[src/rtl/simd_pkg.sv]
// Shared types for the SIMD front end.
//   INSTR_W       : instruction width (25 bits)
//   instr_t       : one instruction word
//   fetch_state_t : fetch-queue FSM states
package simd_pkg;

    localparam int INSTR_W = 25;

    typedef logic [INSTR_W-1:0] instr_t;

    typedef enum logic [2:0] {
        IDLE  = 3'd0,
        LOAD  = 3'd1,
        FETCH = 3'd2,
        DRAIN = 3'd3,
        DONE  = 3'd4
    } fetch_state_t;

endpackage

[src/rtl/instr_fetch_queue_if.sv]
// Bundle of the load channel, the decode-facing output channel and status
// for instr_fetch_queue.
//   load_valid/load_ready/load_data/load_last : program load channel
//   start                                     : one-cycle fetch trigger
//   out_valid/out_ready/instr_out/pc_out      : instruction stream to decode
//   busy/done                                 : status
//
// Handshake rule for both channels: a transfer happens on a rising edge where
// valid and ready are both high. The producer holds its data stable while
// valid is high and ready is low; ready never depends on valid.
interface instr_fetch_queue_if #(
    parameter int PC_W = 6
);
    import simd_pkg::*;

    logic            load_valid;
    logic            load_ready;
    instr_t          load_data;
    logic            load_last;
    logic            start;
    logic            out_valid;
    logic            out_ready;
    instr_t          instr_out;
    logic [PC_W-1:0] pc_out;
    logic            busy;
    logic            done;

    // Driver side (loader / decode / controller).
    modport master (
        output load_valid, load_data, load_last, start, out_ready,
        input  load_ready, out_valid, instr_out, pc_out, busy, done
    );

    // Fetch queue side.
    modport slave (
        input  load_valid, load_data, load_last, start, out_ready,
        output load_ready, out_valid, instr_out, pc_out, busy, done
    );

endinterface

[src/rtl/instr_fifo.sv]
// Synchronous show-ahead FIFO of {pc, instruction} pairs.
//   clk, reset          : clock, asynchronous active-low reset
//   push/push_pc/push_instr : write entry (ignored when full without a pop)
//   pop                 : consume head entry (ignored when empty)
//   head_valid/head_pc/head_instr : current head, zero when empty
//   count               : number of stored entries (0..DEPTH)
module instr_fifo
    import simd_pkg::*;
#(
    parameter int DEPTH = 4,
    parameter int PC_W  = 6
) (
    input  logic                   clk,
    input  logic                   reset,
    input  logic                   push,
    input  logic [PC_W-1:0]        push_pc,
    input  instr_t                 push_instr,
    input  logic                   pop,
    output logic                   head_valid,
    output logic [PC_W-1:0]        head_pc,
    output instr_t                 head_instr,
    output logic [$clog2(DEPTH):0] count
);

    localparam int AW = $clog2(DEPTH);
    localparam logic [AW:0] FULL = (AW+1)'(DEPTH);

    logic [PC_W-1:0] pc_mem    [DEPTH];
    instr_t          instr_mem [DEPTH];
    logic [AW-1:0]   wptr;
    logic [AW-1:0]   rptr;
    logic            do_push;
    logic            do_pop;

    assign do_pop  = pop && (count != '0);
    // A push into a full FIFO is allowed only when the head leaves this cycle.
    assign do_push = push && ((count != FULL) || do_pop);

    // Storage is not reset; the head is gated by head_valid instead.
    always_ff @(posedge clk) begin
        if (do_push) begin
            pc_mem[wptr]    <= push_pc;
            instr_mem[wptr] <= push_instr;
        end
    end

    // DEPTH is a power of two, so pointers wrap by natural overflow.
    always_ff @(posedge clk or negedge reset) begin
        if (!reset) begin
            wptr  <= '0;
            rptr  <= '0;
            count <= '0;
        end else begin
            if (do_push) wptr <= wptr + 1'b1;
            if (do_pop)  rptr <= rptr + 1'b1;
            case ({do_push, do_pop})
                2'b10:   count <= count + 1'b1;
                2'b01:   count <= count - 1'b1;
                default: count <= count;
            endcase
        end
    end

    assign head_valid = (count != '0);
    assign head_pc    = head_valid ? pc_mem[rptr]    : '0;
    assign head_instr = head_valid ? instr_mem[rptr] : '0;

endmodule

[src/rtl/instr_fetch_queue.sv]
// Program-loading instruction fetch front end. A program is written into the
// internal instruction memory over the load channel; a start pulse streams it
// in PC order through a prefetch FIFO to decode.
//   clk, reset : clock, asynchronous active-low reset
//   bus        : load channel, start, output channel, busy/done (slave side)
//   dbg_state  : current FSM state
//   dbg_len    : stored program length in words
module instr_fetch_queue
    import simd_pkg::*;
#(
    parameter  int IMEM_DEPTH = 64,
    parameter  int FIFO_DEPTH = 4,
    localparam int PC_W       = $clog2(IMEM_DEPTH)
) (
    input  logic                 clk,
    input  logic                 reset,
    instr_fetch_queue_if.slave   bus,
    output fetch_state_t         dbg_state,
    output logic [PC_W:0]        dbg_len
);

    localparam int LEN_W = PC_W + 1;
    localparam int CNT_W = $clog2(FIFO_DEPTH) + 1;
    localparam logic [LEN_W-1:0] DEPTH_L   = LEN_W'(IMEM_DEPTH);
    localparam logic [LEN_W-1:0] LAST_ADDR = LEN_W'(IMEM_DEPTH - 1);
    localparam logic [CNT_W-1:0] FIFO_FULL = CNT_W'(FIFO_DEPTH);

    fetch_state_t     state_q;
    fetch_state_t     state_d;
    logic [LEN_W-1:0] wptr_q;
    logic [LEN_W-1:0] len_q;
    logic [PC_W-1:0]  pc_q;
    logic             rd_valid_q;
    logic [PC_W-1:0]  rd_pc_q;
    instr_t           rd_instr_q;
    instr_t           imem [IMEM_DEPTH];

    logic [CNT_W-1:0] fifo_count;
    logic             fifo_valid;
    logic [PC_W-1:0]  fifo_pc;
    instr_t           fifo_instr;

    logic load_acc;
    logic load_end;
    logic start_ok;
    logic issue;
    logic last_issue;
    logic pop;
    logic drain_done;

    // wptr reaches IMEM_DEPTH only when the memory has been filled; further
    // words are then refused until the program is started or reset.
    assign bus.load_ready = ((state_q == IDLE) || (state_q == LOAD) || (state_q == DONE))
                            && (wptr_q < DEPTH_L);
    assign load_acc = bus.load_valid && bus.load_ready;
    assign load_end = load_acc && (bus.load_last || (wptr_q == LAST_ADDR));
    // An accepted load word wins over a coincident start.
    assign start_ok = bus.start && ((state_q == IDLE) || (state_q == DONE))
                      && (len_q != '0) && !load_acc;
    // The word in the read register counts against FIFO space so a stalled
    // decode can never overflow the FIFO.
    assign issue      = (state_q == FETCH) && ((fifo_count + CNT_W'(rd_valid_q)) < FIFO_FULL);
    assign last_issue = issue && ({1'b0, pc_q} == (len_q - 1'b1));
    assign pop        = fifo_valid && bus.out_ready;
    // Looks one cycle ahead so done rises the cycle after the final pop.
    assign drain_done = !rd_valid_q
                        && ((fifo_count == '0) || ((fifo_count == CNT_W'(1)) && pop));

    // FSM: state register.
    always_ff @(posedge clk or negedge reset) begin
        if (!reset) state_q <= IDLE;
        else        state_q <= state_d;
    end

    // FSM: next state.
    always_comb begin
        state_d = state_q;
        case (state_q)
            IDLE, DONE: begin
                if (load_acc)      state_d = load_end ? IDLE : LOAD;
                else if (start_ok) state_d = FETCH;
            end
            LOAD:    if (load_end)   state_d = IDLE;
            FETCH:   if (last_issue) state_d = DRAIN;
            DRAIN:   if (drain_done) state_d = DONE;
            default: state_d = IDLE;
        endcase
    end

    // FSM: outputs.
    always_comb begin
        bus.busy  = (state_q == FETCH) || (state_q == DRAIN);
        bus.done  = (state_q == DONE);
        dbg_state = state_q;
    end

    // Instruction memory carries no reset; len=0 marks it empty.
    always_ff @(posedge clk) begin
        if (load_acc) imem[wptr_q[PC_W-1:0]] <= bus.load_data;
    end

    always_ff @(posedge clk or negedge reset) begin
        if (!reset) begin
            wptr_q     <= '0;
            len_q      <= '0;
            pc_q       <= '0;
            rd_valid_q <= 1'b0;
            rd_pc_q    <= '0;
            rd_instr_q <= '0;
        end else begin
            if (load_end)      wptr_q <= (wptr_q == LAST_ADDR) ? DEPTH_L : '0;
            else if (load_acc) wptr_q <= wptr_q + 1'b1;
            else if (start_ok) wptr_q <= '0;

            if (load_end) len_q <= wptr_q + 1'b1;

            if (start_ok)   pc_q <= '0;
            else if (issue) pc_q <= pc_q + 1'b1;

            rd_valid_q <= issue;
            if (issue) begin
                rd_pc_q    <= pc_q;
                rd_instr_q <= imem[pc_q];
            end
        end
    end

    instr_fifo #(
        .DEPTH (FIFO_DEPTH),
        .PC_W  (PC_W)
    ) u_fifo (
        .clk        (clk),
        .reset      (reset),
        .push       (rd_valid_q),
        .push_pc    (rd_pc_q),
        .push_instr (rd_instr_q),
        .pop        (pop),
        .head_valid (fifo_valid),
        .head_pc    (fifo_pc),
        .head_instr (fifo_instr),
        .count      (fifo_count)
    );

    assign bus.out_valid = fifo_valid;
    assign bus.instr_out = fifo_instr;
    assign bus.pc_out    = fifo_pc;
    assign dbg_len       = len_q;

endmodule

[src/flat_wrapper.sv]
// flat-port wrapper written by rule: the top's interface ports become plain ports
module instr_fetch_queue_flat import simd_pkg::*;
#(
    parameter  int IMEM_DEPTH = 64,
    parameter  int FIFO_DEPTH = 4,
    localparam int PC_W       = $clog2(IMEM_DEPTH)
)
  (clk, reset, dbg_state, dbg_len, bus_load_valid, bus_load_data, bus_load_last, bus_start, bus_out_ready, bus_load_ready, bus_out_valid, bus_instr_out, bus_pc_out, bus_busy, bus_done);
  instr_fetch_queue_if #(.PC_W((6))) bus_i ();
  input  logic clk;
  input  logic reset;
  output fetch_state_t dbg_state;
  output logic [PC_W:0] dbg_len;
  input wire logic [$bits(bus_i.load_valid)-1:0] bus_load_valid;
  input wire logic [$bits(bus_i.load_data)-1:0] bus_load_data;
  input wire logic [$bits(bus_i.load_last)-1:0] bus_load_last;
  input wire logic [$bits(bus_i.start)-1:0] bus_start;
  input wire logic [$bits(bus_i.out_ready)-1:0] bus_out_ready;
  output wire logic [$bits(bus_i.load_ready)-1:0] bus_load_ready;
  output wire logic [$bits(bus_i.out_valid)-1:0] bus_out_valid;
  output wire logic [$bits(bus_i.instr_out)-1:0] bus_instr_out;
  output wire logic [$bits(bus_i.pc_out)-1:0] bus_pc_out;
  output wire logic [$bits(bus_i.busy)-1:0] bus_busy;
  output wire logic [$bits(bus_i.done)-1:0] bus_done;
  assign bus_i.load_valid = bus_load_valid;
  assign bus_i.load_data = bus_load_data;
  assign bus_i.load_last = bus_load_last;
  assign bus_i.start = bus_start;
  assign bus_i.out_ready = bus_out_ready;
  assign bus_load_ready = bus_i.load_ready;
  assign bus_out_valid = bus_i.out_valid;
  assign bus_instr_out = bus_i.instr_out;
  assign bus_pc_out = bus_i.pc_out;
  assign bus_busy = bus_i.busy;
  assign bus_done = bus_i.done;
  instr_fetch_queue #(.IMEM_DEPTH(IMEM_DEPTH), .FIFO_DEPTH(FIFO_DEPTH)) u_core (.clk(clk), .reset(reset), .bus(bus_i), .dbg_state(dbg_state), .dbg_len(dbg_len));
endmodule
[config.mk]
export PLATFORM = sky130hd
export DESIGN_NAME = instr_fetch_queue_flat
export DESIGN_NICKNAME = d
export VERILOG_FILES = /design/src/rtl/simd_pkg.sv /design/src/rtl/instr_fetch_queue_if.sv /design/src/rtl/instr_fifo.sv /design/src/rtl/instr_fetch_queue.sv /design/src/flat_wrapper.sv
export SDC_FILE = /design/constraint.sdc
export NUM_CORES = 2
export LEC_CHECK = 0
export ABC_AREA = 1
export CORE_ASPECT_RATIO = 0.9
export CORE_MARGIN = 2
export CORE_UTILIZATION = 35
export CTS_CLUSTER_SIZE = 25
export DETAILED_ROUTE_END_ITERATION = 6
export GPL_TIMING_DRIVEN = 0
export SYNTH_ARGS = -nofsm -noshare
export SYNTH_HDL_FRONTEND = slang
export SYNTH_HIERARCHICAL = 1
export SYNTH_SLANG_ARGS = --single-unit
[constraint.sdc]
create_clock -name clk -period 5.7 [get_ports clk]
set_input_delay 0.57 -clock clk [delete_from_list [all_inputs] [get_ports clk]]
set_output_delay 0.57 -clock clk [all_outputs]
set_load 0.02 [all_outputs]
==> results.cfg <==
[sta]
tightest_slew_ns = 1.46
fmax_mhz = 221
min_period_ns = 4.53
holdWs_ns = 0.0397
slew_viol_final = 0
fin_skew_ns = 0.0505
max_slew_margin = 0.0263
fin_crit_sh = 0.794
hold_viol = 0
rsz0062_at_grt = false
finalSetupTns_ns = 0
finalSetupViolations = 0

[worst_hold_path]
hp-class = input pin to flop
min_from = bus_load_data[22]

[status]
outcome = finished, final reports clean

[job]
cap_violations = 0

[die]
die_x_um = 497
io-pin-count = 76
core-area_mm2 = 0.217
rows = 162
die_h_um = 448
dieArea_mm2 = 0.223
start_util = 0.353

[placed_design]
routabilityCongestion = 0.997
port_buffers = 75
dp_hpwl_um = 179000

[worst_setup_path]
reg2regPathDepth = 7
required_ns = 6.23
rr_startpoint = u_core/dbg_state[2]
regToRegSetupSlack_ns = 1.17
worst_ep_arrival_time_ns = 5.06
worstSetupEndpoint = u_core/imem[6][8]
crit_path_end_kind = flop
criticalPathCategory = flop to flop
setup.worst_path.start = u_core/dbg_state[2]
worstPathMaxFanout = 13
critPathLaunchType = flop
worst_r2r_endpoint = u_core/imem[6][8]

[clock_tree]
cts_buffers = 187
cts_setup_buffers = 0
cts.sinks = 1786
clock_latency_ns = 0.85
clockRootBuffer = clkbuf_16
clock_path_buffers = 3
ctsHtreeMaxLevel = 4
clk_pin_slew_worst_paths_ns = 0.06
cts_tree = done
ctsResizeCount = 0
cts_hold_buf = 3

[grt]
grt_pass1_vias = 49300
grt_pass1_wl_um = 357000
use_met1 = 0.336
top_usage_layer = met1
antenna_found_initial = 12
use_met3 = 0.0503
grt_start_max_net_pins = 65
grt.total_usage = 0.224
gr-total-overflow = 0
grtUsageMet2 = 0.319

[pwr]
vdd_drop_max_mv = 0.280
power.density_mw_per_mm2 = 468
leakage_nw = 35.9

[drt]
first_iter_violations = 7962
ant_nets = 0
drc = 0
finalWirelength_um = 255000
wl_per_cell_um = 23.9
via_per_inst = 5.10
num_vias = 54400
drt_pass1_iterations = 6

[logic_synthesis]
synth_edf_count = 1724
ys_seq_area_frac = 0.696
synth.distinct_cells = 40
synth-seq-cells = 1786
synth.avg_cell_area_um2 = 10.5
syn-cell-area_mm2 = 0.0766
synthFlopType = edfxtp_1
postSynthCellCount = 7275
synth_fp_nets = 7315
async_flop_share = 0.0347
yosysWarnings = 6

[final_layout]
drive_above_1_share = 0.108
fin_nets = 7668
final_util = 0.410
syn2layout_area_growth_pct = 16.0
[critical path: stages, from the launching register on]
cell and delay [ns]:
dfrtp_1 0.52, a21oi_1 0.19, nand2_1 0.10, nor2_2 0.48, buf_2 0.37, nand4_1 1.06, nor2_2 1.22, buf_8 0.26
[per-stage QoR]
stage	worst slack (ns)	cell area, um^2	instances	power, W
after floorplan	1.59	76600	7275	0.0231
after global placement	-1.41	81000	10200	0.0291
after detailed placement	1.05	82800	10300	0.0293
after CTS	1.32	88900	10700	0.0413
after global routing	1.17	88900	10700	0.0432
final	1.17	88900	10700	0.0416
[kinds of logic after synthesis]
logic type / Yosys count / synth area share
xor gates and xnor gates: 9 / 0.00103
buffers and inverters: 1292 / 0.0688
and+or+nand+nor: 3850 / 0.208
AOI/OAI and AO/OA: 329 / 0.0246
DFF: 1786 / 0.696
adders and majority gates: 9 / 0.00157
[synthesized netlist by cell type (all sizes together) (2+ instances only)]
cell type  instances  share of area
a21oi             38         0.0025
nor4               8        0.00065
nand2           2475           0.12
o211ai            80         0.0078
o21ai            203          0.013
nor3              11        0.00085
o22ai              2        0.00016
ha                 8         0.0013
edfxtp          1724           0.68
xor2               6        0.00069
buf              292          0.020
clkbuf            90         0.0045
inv              909          0.045
nor2             384          0.019
dfrtp             62          0.020
or2              140          0.011
nand4             12        0.00098
nand3            818          0.054
a32o               4        0.00052
xnor2              3        0.00034
[placed cells by master, fill, tap and decap left out, drive strengths merged, types with 49 or more instances in the layout]
cell type      instances
nand2               2475
edfxtp              1724
inv                  920
nand3                818
buf                  404
nor2                 384
clkbuf               318
o21ai                203
or2                  140
clkinv                83
o211ai                80
dfrtp                 62
clkdlybuf4s50         49
[registers in the layout, summed over array words and instances, names as in the netlist]
register / flops
u_core/dbg_len: 7
u_core/dbg_state: 3
u_core/imem: 1600
u_core/pc_q: 6
u_core/rd_instr_q: 25
u_core/rd_pc_q: 6
u_core/rd_valid_q: 1
u_core/u_fifo/count: 3
u_core/u_fifo/instr_mem: 100
u_core/u_fifo/pc_mem: 24
u_core/u_fifo/rptr: 2
u_core/u_fifo/wptr: 2
u_core/wptr_q: 7
[layer usage]
metal | wire (um) | vias up
met2 | 106000 | 2887
met3 | 31000 | 343
li1 | - | 24600
met4 | 7950 | 4
met1 | 110000 | 26500
met5 | 22 | -
[final cells by class]
type	instances	area, um^2
clock buffers	228	4880
repair buffers	164	2270
multi-input cells	4197	18400
fillers	20400	128000
clock inverters	119	1160
flip-flops and latches	1786	53300
well taps	2870	3590
plain buffers	382	1850
inverters	910	3420
diodes	6	15.0
[worst min-delay path by stage]
stage                                             to  slack [ns]  depth (start not counted)
after floorplan                    u_core/dbg_len[0]        0.27                          0
after global placement    u_core/u_fifo/pc_mem[2][0]        0.50                          0
after detailed placement       u_core/u_fifo/rptr[1]        0.39                          1
after CTS                        u_core/imem[47][22]        0.01                          1
after global routing             u_core/imem[47][22]        0.02                          1
final                            u_core/imem[47][22]        0.04                          1
[where the power goes]
group / switching, W / leakage [nW] / internal [W]
Sequential: 0.000444 / 16.3 / 0.0149
Combinational: 0.0103 / 16.6 / 0.00379
Clock: 0.00529 / 2.92 / 0.00682
No activity file was read; power rests on OpenSTA's default activity.
